==> src/rtl/alu_sched.sv <==
// alu_sched: round-robin scheduler and sequencer for the shared 8-bit ALU.
// It accepts 16-bit operations from two requesters and runs each one as two
// ALU passes: the low byte first, then the high byte with the carry chained.
// The 16-bit result, carry, zero and error flags are returned on a response
// port with backpressure.
//
// Ports:
//   clk, rst_n                        clock, asynchronous active-low reset
//   rq0_*/rq1_*  valid/ready/op/a/b   requester ports (op: add,sub,and,or,xor)
//   rsp_*        valid/ready/id/data/c/z/err  response port
//   alu_*        type/m_op/a/b/sc_i (out), rslt/sc_o (in)  ALU connection
module alu_sched (
  input  logic        clk,
  input  logic        rst_n,
  input  logic        rq0_valid,
  input  logic [2:0]  rq0_op,
  input  logic [15:0] rq0_a,
  input  logic [15:0] rq0_b,
  output logic        rq0_ready,
  input  logic        rq1_valid,
  input  logic [2:0]  rq1_op,
  input  logic [15:0] rq1_a,
  input  logic [15:0] rq1_b,
  output logic        rq1_ready,
  output logic        rsp_valid,
  input  logic        rsp_ready,
  output logic        rsp_id,
  output logic [15:0] rsp_data,
  output logic        rsp_c,
  output logic        rsp_z,
  output logic        rsp_err,
  output logic [1:0]  alu_type,
  output logic [2:0]  alu_m_op,
  output logic [7:0]  alu_a,
  output logic [7:0]  alu_b,
  output logic        alu_sc_i,
  input  logic [7:0]  alu_rslt,
  input  logic        alu_sc_o
);

  typedef enum logic [1:0] {S_IDLE, S_LO, S_HI, S_RESP} state_t;

  state_t      state_q, state_d;
  logic        last_grant_q, last_grant_d;
  logic [2:0]  op_q, op_d;
  logic [15:0] a_q, a_d;
  logic [15:0] b_q, b_d;      // already inverted for sub
  logic        id_q, id_d;
  logic [15:0] res_q, res_d;
  logic        carry_q, carry_d;
  logic        z_q, z_d;
  logic        err_q, err_d;

  logic        gnt0, gnt1;
  logic [2:0]  gnt_op;
  logic [15:0] gnt_a, gnt_b;
  logic        is_sub, is_arith;

  // On a tie the requester that did not win last time gets the grant.
  assign gnt0   = rq0_valid & (~rq1_valid | last_grant_q);
  assign gnt1   = rq1_valid & (~rq0_valid | ~last_grant_q);
  assign gnt_op = gnt1 ? rq1_op : rq0_op;
  assign gnt_a  = gnt1 ? rq1_a  : rq0_a;
  assign gnt_b  = gnt1 ? rq1_b  : rq0_b;

  assign is_sub   = (op_q == 3'b001);
  assign is_arith = (op_q[2:1] == 2'b00);

  assign alu_type  = 2'b00;
  assign rsp_valid = (state_q == S_RESP);
  assign rsp_id    = id_q;
  assign rsp_data  = res_q;
  assign rsp_c     = carry_q;
  assign rsp_z     = z_q;
  assign rsp_err   = err_q;

  always_comb begin
    state_d      = state_q;
    last_grant_d = last_grant_q;
    op_d         = op_q;
    a_d          = a_q;
    b_d          = b_q;
    id_d         = id_q;
    res_d        = res_q;
    carry_d      = carry_q;
    z_d          = z_q;
    err_d        = err_q;
    rq0_ready    = 1'b0;
    rq1_ready    = 1'b0;
    alu_m_op     = 3'b000;
    alu_a        = 8'h00;
    alu_b        = 8'h00;
    alu_sc_i     = 1'b0;

    case (state_q)
      S_IDLE: begin
        rq0_ready = gnt0;
        rq1_ready = gnt1;
        if (gnt0 | gnt1) begin
          last_grant_d = gnt1;
          id_d         = gnt1;
          op_d         = gnt_op;
          a_d          = gnt_a;
          // Subtract runs as a + ~b + 1 on the ALU adder.
          b_d          = (gnt_op == 3'b001) ? ~gnt_b : gnt_b;
          if (gnt_op > 3'd4) begin
            res_d   = 16'h0000;
            carry_d = 1'b0;
            z_d     = 1'b1;
            err_d   = 1'b1;
            state_d = S_RESP;
          end else begin
            err_d   = 1'b0;
            state_d = S_LO;
          end
        end
      end
      S_LO: begin
        // Logic op codes coincide with the ALU M_op codes.
        alu_m_op   = is_arith ? 3'b000 : op_q;
        alu_a      = a_q[7:0];
        alu_b      = b_q[7:0];
        alu_sc_i   = is_sub;
        res_d[7:0] = alu_rslt;
        carry_d    = alu_sc_o;
        state_d    = S_HI;
      end
      S_HI: begin
        alu_m_op    = is_arith ? 3'b000 : op_q;
        alu_a       = a_q[15:8];
        alu_b       = b_q[15:8];
        alu_sc_i    = is_arith & carry_q;
        res_d[15:8] = alu_rslt;
        carry_d     = is_arith & alu_sc_o;
        z_d         = ({alu_rslt, res_q[7:0]} == 16'h0000);
        state_d     = S_RESP;
      end
      S_RESP: begin
        if (rsp_ready) state_d = S_IDLE;
      end
      default: state_d = S_IDLE;
    endcase
  end

  always_ff @(posedge clk or negedge rst_n) begin
    if (!rst_n) begin
      state_q      <= S_IDLE;
      last_grant_q <= 1'b1;
      op_q         <= 3'b000;
      a_q          <= 16'h0000;
      b_q          <= 16'h0000;
      id_q         <= 1'b0;
      res_q        <= 16'h0000;
      carry_q      <= 1'b0;
      z_q          <= 1'b0;
      err_q        <= 1'b0;
    end else begin
      state_q      <= state_d;
      last_grant_q <= last_grant_d;
      op_q         <= op_d;
      a_q          <= a_d;
      b_q          <= b_d;
      id_q         <= id_d;
      res_q        <= res_d;
      carry_q      <= carry_d;
      z_q          <= z_d;
      err_q        <= err_d;
    end
  end

endmodule

==> config.mk <==
export PLATFORM = sky130hd
export DESIGN_NAME = alu_sched
export DESIGN_NICKNAME = d
export VERILOG_FILES = /design/src/rtl/alu_sched.sv
export SDC_FILE = /design/constraint.sdc
export NUM_CORES = 1
export LEC_CHECK = 0
export ABC_CLOCK_PERIOD_IN_PS = 4500
export CORE_MARGIN = 8
export CORE_UTILIZATION = 37
export DETAILED_ROUTE_END_ITERATION = 8
export PLACE_DENSITY = 0.7
export SYNTH_ARGS = -nofsm -noshare
export SYNTH_HDL_FRONTEND = slang
export SYNTH_SLANG_ARGS = --single-unit
==> constraint.sdc <==
create_clock -name clk -period 4.5 [get_ports clk]
set_input_delay 0.9 -clock clk [delete_from_list [all_inputs] [get_ports clk]]
set_output_delay 0.9 -clock clk [all_outputs]
set_load 0.05 [all_outputs]
* After elaboration in Yosys (flattened, before gate mapping) *
Cells that the tools add are included.

word-level totals
  word-level logic and storage cells = 69
  bits of input ports = 84
  bits in registers = 58
  output and inout port bits = 45

cells by class
  reductions and logical operators = 12
  $lt $le $gt $ge = 1
  muxes and demuxes = 26
  equal/unequal tests = 8
  bitwise gates (word level) = 11

operators by type and width
  cell                  count
  $mux W16              5
  $pmux W8 S2           4
  $logic_not A16 Y1     1
  $not A16 Y16          1
  $mux W3               3
  $reduce_and A3 Y1     3
  $pmux W2 S4           1
  $mux W1               7
  $eq A3 B1 Y1 const B  2
  $mux W2               3
  $and A1 B1 Y1         4
  $eq A2 B2 Y1 const B  2
  $logic_not A2 Y1      2
  $ne A2 B2 Y1 const B  2
  $pmux W1 S2           2
  $reduce_and A2 Y1     2
  $reduce_bool A2 Y1    2
  $gt A3 B3 Y1 const B  1
  $not A1 Y1            3
  $or A1 B1 Y1          3
  $pmux W1 S3           1
  $reduce_bool A3 Y1    1
  $eq A2 B1 Y1 const B  1
  $ne A2 B1 Y1 const B  1
  $reduce_or A2 Y1      1

* Depth between registers and ports, before layout *
Gate-level depths: netlist (run 1).

  depth in word-level cells = 8
  depth in mapped cells = 9
  depth with buffers taken out = 6

* Least setup slack after synthesis (run 1) *
No wires, ideal clock.

  path type = reg-to-output
  from = register state_q[0]
  to = output port alu_a[3]
  slack = 1554 ps
  required time = 3600 ps
  stages on the path, launching flop included = 7
  buffers on the path = 2
  data arrival time = 2046 ps
  path through = dfrtp_1 -> inv_1 -> ha_1 -> clkbuf_1 -> buf_1 -> a22oi_1 -> nor2b_1

between the ends
  cells in the longest elaborated chain, start to end = 2
  elaborated cells between the ends (all ways) = 3
  classes of those cells = eq/ne: 2; mux: 1

RTL lines
  item                                          line  source
  start, declared                               43    state_t state_q, state_d;
  start signal, assigned                        158   state_q <= state_d;
  $eq A2 B2 Y1 or $eq A2 B1 Y1 (tied branches)  95    case (state_q)
  $pmux W8 S2 (*)                               95
  end, declared                                 34    output logic [7:0] alu_a,

Mark *: on every way between the ends. The rest lies on a longest branch, timed or not.

* Final worst setup path (run 1) *
  from = register state_q[0]
  to = output port alu_b[5]

between the ends
  cells in the longest elaborated chain, start to end = 2
  elaborated cells between the ends (all ways) = 3
  classes of those cells = eq/ne: 2; mux: 1

RTL lines
  item                                          line  source
  $eq A2 B2 Y1 or $eq A2 B1 Y1 (tied branches)  95
  $pmux W8 S2 (*)                               95
  end, declared                                 35    output logic [7:0] alu_b,

Marks and branches as above.

==> results of run 1 <==
==> cells by family (layout without fill, tap and decap cells) <==
| family | Yosys count | in the layout |
|---|---|---|
| compound gates | 89 | 89 |
| simple gates | 75 | 75 |
| flops | 58 | 58 |
| buf+inv | 33 | 158 |
| xor+xnor | 32 | 32 |
| mux | 21 | 21 |
| fa+ha+maj | 5 | 5 |
| other cells | 1 | 2 |
==> registers in the layout, indices dropped and copies added, names as in the netlist <==
register	flops
a_q	16
state_q	2
b_q	16
rsp_data	16
rsp_id	1
last_grant_q	1
rsp_z	1
op_q	3
rsp_err	1
rsp_c	1
==> how the worst min path moves through the flow <==
stage | end | slack, ns | from | cells after the start
2_1_floorplan | a_q[10] | 0.45 | a_q[10] | 2
4_1_cts | rsp_id | 0.48 | rsp_id | 2
3_3_place_gp | a_q[8] | 0.47 | a_q[8] | 2
5_1_grt | a_q[5] | 0.50 | a_q[5] | 2
3_5_place_dp | rsp_id | 0.47 | rsp_id | 2
6_report | rsp_id | 0.48 | rsp_id | 2
==> critical path, cell delays in order (launching register included) <==
cell             delay (ns)
dfrtp_1                0.41
inv_1                  0.13
ha_1                   0.69
a22oi_1                0.20
nor2b_1                0.18
clkdlybuf4s50_1        0.83
==> layer usage <==
layer	wire, um	vias to the layer above	GRT usage, %
li1	-	1368	-
met1	3920	1324	19.7
met2	4320	101	23.9
met3	833	8	5.45
met4	108	0	5.98
met5	0	-	0
==> placed cells by master, fill, tap and decap left out, drive strengths merged, types with 2 or more instances in the layout <==
| cell | Yosys | routed |
|---|---|---|
| conb | 1 | 2 |
| nor2b | 18 | 18 |
| inv | 6 | 6 |
| clkbuf | 10 | 11 |
| a21oi | 4 | 4 |
| and2 | 3 | 3 |
| a22oi | 17 | 17 |
| ha | 5 | 5 |
| o221ai | 16 | 16 |
| xnor2 | 32 | 32 |
| bufinv | 0 | 3 |
| buf | 17 | 13 |
| a31oi | 2 | 2 |
| a32o | 16 | 16 |
| nor2 | 4 | 4 |
| mux2i | 20 | 20 |
| o21ai | 28 | 28 |
| clkdlybuf4s50 | 0 | 123 |
| nor4 | 4 | 4 |
| nor3b | 2 | 2 |
| nand2 | 42 | 42 |
| dfrtp | 57 | 57 |
==> cell type report <==
| cell class | instances | area [sq um] |
|---|---|---|
| clock buffers | 11 | 131 |
| clock inverters | 5 | 103 |
| fillers | 784 | 3790 |
| inverters | 6 | 22.5 |
| multi-input cells | 224 | 1620 |
| flip-flops and latches | 58 | 1450 |
| well taps | 108 | 135 |
| repair buffers | 136 | 1340 |
==> stage by stage <==
step | setup slack [ns] | instance area, sq um | power, mW | instances | util [%]
after CTS | 0.785 | 4800 | 3.53 | 548 | 55.9
after global placement | 1.21 | 4570 | 2.91 | 532 | 53.2
after detailed placement | 1.16 | 4570 | 2.95 | 532 | 53.2
after global routing | 0.652 | 4800 | 3.72 | 548 | 55.9
final | 0.828 | 4800 | 3.50 | 548 | 55.9
after floorplan | 1.55 | 3230 | 2.31 | 315 | -
==> power by group through the flow <==
| stage | clock network [mW] | registers, mW | logic [mW] |
|---|---|---|---|
| floorplan | 0 | 1.15 | 1.15 |
| detailed placement | 0 | 0.923 | 2.03 |
| global placement | 0 | 0.916 | 2.00 |
| finish | 0.573 | 0.918 | 2.01 |
| global route | 0.610 | 0.949 | 2.16 |
| CTS | 0.586 | 0.916 | 2.03 |
==> results.json, run 1 <==
{
  "synthSimpleGateAreaFrac_pct": 11.1,
  "synth_area_sq_um": 3220,
  "grt_util_all_layers_pct": 15.6,
  "grt_setup_unrepaired": "false",
  "powerDensity_nw_per_um2": 728,
  "worstSkewPairLatency_ns": 0.33,
  "crit_path_max_fanout": 20,
  "yosysMostFrequentCell": "dfrtp_1",
  "cts_root_buf": "clkbuf_8",
  "end_kind": "output pin",
  "seqPwrFrac_pct": 26.2,
  "synth-seq-area-share_pct": 45.1,
  "route.detailed.drc": 0,
  "drtIter0Drc": 114,
  "fp.dieH_um": 109,
  "htree_levels": 3,
  "antenna_found_initial": 0,
  "whs_ns": 0.481,
  "synthFlopType": "dfrtp_1",
  "grt_max_degree": 59,
  "setup_violations": 0,
  "cp-start-kind": "flop",
  "r2r_start": "state_q[0]",
  "vdd_drop_max_uv": 303,
  "yosys-top-cells-count": "dfrtp_1 (57), nand2_1 (42), xnor2_1 (32), o21ai_0 (27), mux2i_1 (20)",
  "reg2reg_depth": 6,
  "coreArea_sq_um": 8590,
  "fmax_mhz": 272,
  "synth_area_leaders": "dfrtp_1 (44%), xnor2_1 (8.7%), mux2i_1 (6.2%)",
  "yosysUniqueCellTypes": 36,
  "grt_pass1_vias": 2972,
  "internal_power_mw": 1.89,
  "synth_seq_cells": 58,
  "cts_tree": "yes",
  "rows": 34,
  "hp-class": "flop to flop",
  "crit_end": "alu_b[5]",
  "numCtsBuffers": 9,
  "switchingPower_mw": 1.61,
  "p_leak_nw": 1.92,
  "cts_setup_buffers": 0,
  "cap_viol_max_count": 0,
  "clockBufferDepth": 2,
  "power_frac_comb_pct": 57.4,
  "synth-xor-area-share_pct": 8.70,
  "relSlewSlack_pct": 47.3,
  "synth_top_family_by_area": "compound AO/OA/AOI/OAI gates",
  "synth_top_area_share_pct": 44.3,
  "finalCriticalPeriod_ns": 3.67,
  "die_w_um": 109,
  "clock_sinks": 58,
  "tightest_slew_ns": 0.791,
  "required_ns": 3.60,
  "synth_top_area_cell": "dfrtp_1",
  "grt_pass1_wl_um": 14700,
  "fin_skew_ns": 0.00760,
  "r2r-end": "rsp_data[9]",
  "crit_type": "flop to output pin",
  "power.share.switching_pct": 45.9,
  "cp-startpoint": "state_q[0]",
  "reg2reg_slack_ns": 2.37,
  "synthCells": 314,
  "port_buffers": 126,
  "avgSynthCellArea_sq_um": 10.3,
  "crit_arrival_ns": 2.77,
  "path_clk_slew_ns": 0.07,
  "synth_enable_flop_cells": 0,
  "cts_hold_buffers": 0,
  "routed_wl_um": 9190,
  "post_drt_wl_per_cell_um": 16.8,
  "yosysWarnings": 0,
  "antennaDiodeCount": 0,
  "io-pin-count": 129,
  "status": "finished, final reports clean",
  "routabilityCongestion": 0.749,
  "ant_nets": 0,
  "synthAdderAreaFrac_pct": 1.94,
  "synth_compound_area_share_pct": 21.0,
  "finalHoldViolCount": 0,
  "drv_slew": 0,
  "syn_to_final_growth_pct": 49.1,
  "dr.pass1.iters": 4,
  "routed_via_density": 5.11,
  "cts_resized": 0,
  "period_share_pct": 81.6,
  "grt-ovfl-total": 0,
  "muxShareOfSynthArea_pct": 6.68,
  "clkPwrFrac_pct": 16.4,
  "drive_above_1_share_pct": 8.41,
  "initial_core_util_pct": 37.5,
  "vias": 2801,
  "die_area_sq_um": 12000,
  "nNetsFinal": 524,
  "synthArstFlopShare_pct": 100,
  "setup_tns_ns": 0,
  "dpl.hpwl_um": 6750
}
Power figures use the tool's default switching activity.
==> inputs of run 2 (changes only) <==
--- a/config.mk
+++ b/config.mk
@@ -5,11 +5,11 @@
 export SDC_FILE = /design/constraint.sdc
 export NUM_CORES = 1
 export LEC_CHECK = 0
-export ABC_CLOCK_PERIOD_IN_PS = 4500
+export ABC_CLOCK_PERIOD_IN_PS = 3000
 export CORE_MARGIN = 8
 export CORE_UTILIZATION = 37
 export DETAILED_ROUTE_END_ITERATION = 8
-export PLACE_DENSITY = 0.7
+export PLACE_DENSITY = 0.73
 export SYNTH_ARGS = -nofsm -noshare
 export SYNTH_HDL_FRONTEND = slang
 export SYNTH_SLANG_ARGS = --single-unit
==> constraint.sdc (replaced) <==
create_clock -name clk -period 3 [get_ports clk]
set_input_delay 0.6 -clock clk [delete_from_list [all_inputs] [get_ports clk]]
set_output_delay 0.6 -clock clk [all_outputs]
set_load 0.05 [all_outputs]
==> run 2 against run 1 <==
- combinational power grew 65%
- global-route usage grew 0.74 points
- die area is the same
- via count grew 3.4%
- largest power group unchanged
==> results.json, run 2 (synthesis gave the netlist of run 1 again) <==
{
  "routabilityCongestion": 0.797,
  "cp-start-kind": "flop",
  "register_area_sq_um": 1450,
  "routed_via_density": 5.26,
  "seqPwrFrac_pct": 25.8,
  "ant_nets": 0,
  "placed_cells": 534,
  "die_w_um": 109,
  "layout_setup_ws_ns": 0.352,
  "cp-startpoint": "state_q[1]",
  "antennaDiodeCount": 0,
  "crit_end": "rq0_ready",
  "drive_above_1_share_pct": 13.8,
  "grt-ovfl-total": 0,
  "grt_util_all_layers_pct": 16.3,
  "nNetsFinal": 526,
  "fin_skew_ns": 0.00670,
  "numCtsBuffers": 9,
  "vdd_drop_max_uv": 423,
  "wl_met1_um": 3880,
  "power_frac_comb_pct": 62.1,
  "io-pin-count": 129,
  "vias": 2895,
  "setup_tns_ns": 0,
  "fp.dieH_um": 109,
  "layout_common_cells": "clkdlybuf4s50_1 (103), dfrtp_1 (57), nand2_1 (42)",
  "coreArea_sq_um": 8590,
  "whs_ns": 0.185,
  "syn_to_final_growth_pct": 52.9,
  "cpPeakStageDelay_ns": 0.45,
  "p_leak_nw": 1.99,
  "setup_violations": 0,
  "internal_power_mw": 2.82,
  "clockBufferDepth": 2,
  "wl_met3_um": 903,
  "grt_pass1_vias": 3034,
  "reg2reg_slack_ns": 1.04,
  "antenna_found_initial": 0,
  "clkPwrFrac_pct": 12.1,
  "period_share_pct": 88.3,
  "cts_root_buf": "clkbuf_8",
  "grt_setup_unrepaired": "false",
  "clock_sinks": 58,
  "critPathMostFrequentCell": "inv_1",
  "tightest_slew_ns": 0.540,
  "rows": 34,
  "final_common_cell": "clkdlybuf4s50_1",
  "top_layer_used": "met4",
  "end_kind": "output pin",
  "initial_core_util_pct": 37.5,
  "status": "finished, final reports clean",
  "drv_slew": 0,
  "reg2reg_depth": 6,
  "dr.pass1.iters": 4,
  "power.share.switching_pct": 47.1,
  "slowest_stage": "ha_1",
  "r2r-end": "b_q[0]",
  "required_ns": 2.40,
  "port_buffers": 126,
  "powerDensity_nw_per_um2": 1080,
  "relSlewSlack_pct": 64.0,
  "finalCriticalPeriod_ns": 2.65,
  "route.detailed.drc": 0,
  "worstSkewPairLatency_ns": 0.34,
  "grt_max_degree": 57,
  "hp-class": "input pin to async pin",
  "worstPathCellList": "inv_1, ha_1, o21a_1, nand2b_1, inv_1, buf_4",
  "fillers": 758,
  "crit_type": "flop to output pin",
  "htree_levels": 3,
  "multi_input_area_sq_um": 1620,
  "post_drt_wl_per_cell_um": 17.3,
  "pre_cts_slack_ns": 0.457,
  "grt_pass1_wl_um": 15500,
  "fmax_mhz": 378,
  "crit_path_max_fanout": 10,
  "route.met2.wl_um": 4630,
  "routed_wl_um": 9520,
  "r2r_start": "state_q[1]",
  "dpl.hpwl_um": 7230,
  "finalHoldViolCount": 0,
  "cts_resized": 0,
  "switchingPower_mw": 2.51,
  "path_clk_slew_ns": 0.07,
  "crit_arrival_ns": 2.05,
  "cap_viol_max_count": 0,
  "cts_tree": "yes",
  "cts_hold_buffers": 0,
  "final_cells": 550,
  "finalPower_mw": 5.33,
  "drtIter0Drc": 114,
  "die_area_sq_um": 12000,
  "cts_setup_buffers": 0
}
-- run 2: changes by cell type in the layout (fill, tap and decap cells not counted), sizes merged --
| cell | previous run | this run |
|---|---|---|
| buf | 13 | 35 |
| clkdlybuf4s50 | 123 | 103 |
| bufinv | 3 | 0 |
| clkinvlp | 1 | 3 |
| clkbuf | 11 | 10 |
| clkinv | 1 | 2 |
| inv | 6 | 7 |
-- run 2: worst min-delay path by stage --
stage | cells after the start | end | from | slack, ns
global placement | 2 | a_q[0] | a_q[0] | 0.46
floorplan | 0 | a_q[0] | rst_n | 0.30
global route | 1 | rsp_data[4] | rst_n | 0.18
finish | 1 | rsp_data[15] | rst_n | 0.19
CTS | 1 | rsp_data[15] | rst_n | 0.18
detailed placement | 2 | a_q[5] | a_q[5] | 0.47
-- run 2: per-stage QoR --
| step | utilization, % | area, sq um |
|---|---|---|
| finish | 57.3 | 4930 |
| global route | 57.3 | 4930 |
| CTS | 57.3 | 4930 |
| detailed placement | 55.3 | 4750 |
| global placement | 55.3 | 4750 |
| floorplan | - | 3230 |
-- run 2: layout make-up --
cell class	count	area share (%)
clock buffers	10	2.79
clock inverters	6	0.838
inverters	6	0.457
multi-input cells	224	32.9
flip-flops and latches	58	29.5
well taps	108	2.74
repair buffers	138	30.8
-- run 2: worst max-delay path, delay by kind of cell (launching register included) --
family | cells | cell delay, ns
adders and majority gates | 1 | 0.45
buffers and inverters | 3 | 0.43
DFF | 1 | 0.40
AOI/OAI and AO/OA | 1 | 0.29
and+or+nand+nor | 1 | 0.14
-- run 2: power groups by stage --
stage / Sequential (mW) / Clock [mW] / Combinational, mW
after floorplan: 1.73 / 0 / 1.73
after global placement: 1.38 / 0 / 3.27
after detailed placement: 1.39 / 0 / 3.33
after CTS: 1.38 / 0.664 / 3.34
after global routing: 1.43 / 0.706 / 3.55
final: 1.38 / 0.646 / 3.31
-- run 2: routing by layer --
layer / vias up / GRT usage [%]
met5: - / 0
met4: 0 / 3.86
met3: 10 / 6.21
met2: 107 / 26.2
met1: 1401 / 20.2
li1: 1377 / -
==> RTL change: new RTL, config.mk and constraints of run 1 <==
Re-encode `state_t` (4 states) as one-hot, 4 bits wide.
--- a/src/rtl/alu_sched.sv
+++ b/src/rtl/alu_sched.sv
@@ -39,5 +39,5 @@
 );
 
-  typedef enum logic [1:0] {S_IDLE, S_LO, S_HI, S_RESP} state_t;
+  typedef enum logic [3:0] {S_IDLE = 4'b0001, S_LO = 4'b0010, S_HI = 4'b0100, S_RESP = 4'b1000} state_t;
 
   state_t      state_q, state_d;
Formal check against the unedited RTL: same outputs for any inputs over 10 cycles, from zero or initial values and one cycle with rst_n low; not proved beyond that.
==> RTL change against run 1 <==
Fmax is 3.7% higher. Setup slack better by 130 ps. Die area is 3.6% lower. Sequential cell count is 2 higher. Power is 14% lower. Count of clock-buffer cells in the layout is 2 lower. Sequential power is 4.1% higher. Highest routed layer unchanged. Wire length is 8.2% lower. Global-route usage is 0.46 points lower. Synthesized area is 4.2% lower. Design area is 3.7% lower.
==> RTL change: results (changes against run 1) <==
post-DR vias/cell=5.02 (was 5.11); clk cell area share=0.0487 (about the same); Global Route met1 Usage=0.184 (was 0.197); Routed Wire Length=8440 µm (was 9190 µm); path depth of the worst reg2reg path=5 (was 6); worst slew pin tran=714 ps (was 791 ps); Inverters=3 (was 6); Power per Cell Area=647 mW/mm² (was 728 mW/mm²); Worst Hold Class=input pin to asynchronous set/reset pin (was register to register); count of cell types in the netlist=35 (was 36); outcome=completed (unchanged); CP Max Fanout=6 (was 20); Non-Clock Buffer Count=133 (was 136); multi-input gate area in the final layout=0.00145 mm² (was 0.00162 mm²); r2r endpoint=b_q[1]$_DFFE_PN0P_ (was rsp_data[9]$_DFFE_PN0P_); register area share after synthesis=0.487 (was 0.451); Multi-In Gates=202 (was 224); fill count=739 (was 784); Worst Path Arrival=2640 ps (was 2770 ps); pre-CTS setup slack=1000 ps (was 1160 ps); dpl hpwl=6370 µm (was 6750 µm); Mean Syn Cell Area=10.9 µm² (was 10.3 µm²); combinational cell power=0.00150 W (was 0.00201 W); die area=0.0115 mm² (was 0.0120 mm²); Final Skew=7.23 ps (was 7.60 ps); Tmin final=3540 ps (was 3670 ps); buffering overhead=0.283 (was 0.279); Layout Nets=493 (was 524); CTS Sinks=60 (was 58); all-layer global routing usage=0.151 (was 0.156); met3 GRT Util=0.0467 (was 0.0545); leak pwr=1.89 nW (was 1.92 nW); initial DRC count=67 (was 114); Cell Area, Placed=0.00440 mm² (was 0.00457 mm²); first-pass GRT wire length=14,000 µm (was 14,700 µm); register area=0.00150 mm² (was 0.00145 mm²); sequential power=0.000956 W (was 0.000918 W); met2 Usage GRT=0.248 (was 0.239)
==> RTL change: changes by cell type after synthesis, moves of 16 or more <==
| cell | before | now |
|---|---|---|
| nor2b_1 | 18 | 1 |
| a32o_1 | 16 | 0 |
| mux2i_1 | 20 | 36 |
| o21ai_0 | 27 | 3 |
| nor2_1 | 4 | 40 |
| o221ai_1 | 16 | 0 |
| nand2_1 | 42 | 3 |
| a21oi_1 | 2 | 37 |
| a22o_1 | 0 | 32 |
==> RTL change: kinds of logic (layout without fill, tap and decap cells) <==
kind of cell    after synthesis  count (layout)  share of synthesized area
other cells                   1               2                    0.00121
xor+xnor                     17              17                     0.0482
compound gates               82              82                      0.183
simple gates                 64              64                      0.107
mux                          37              37                      0.121
buf+inv                      23             152                     0.0518
flops                        60              60                      0.487
==> RTL change: per-layer routing <==
metal | vias to the layer above | part of all wire
li1 | 1280 | -
met1 | 1214 | 0.42
met2 | 98 | 0.48
met3 | 11 | 0.077
met4 | 0 | 0.014
met5 | - | 0
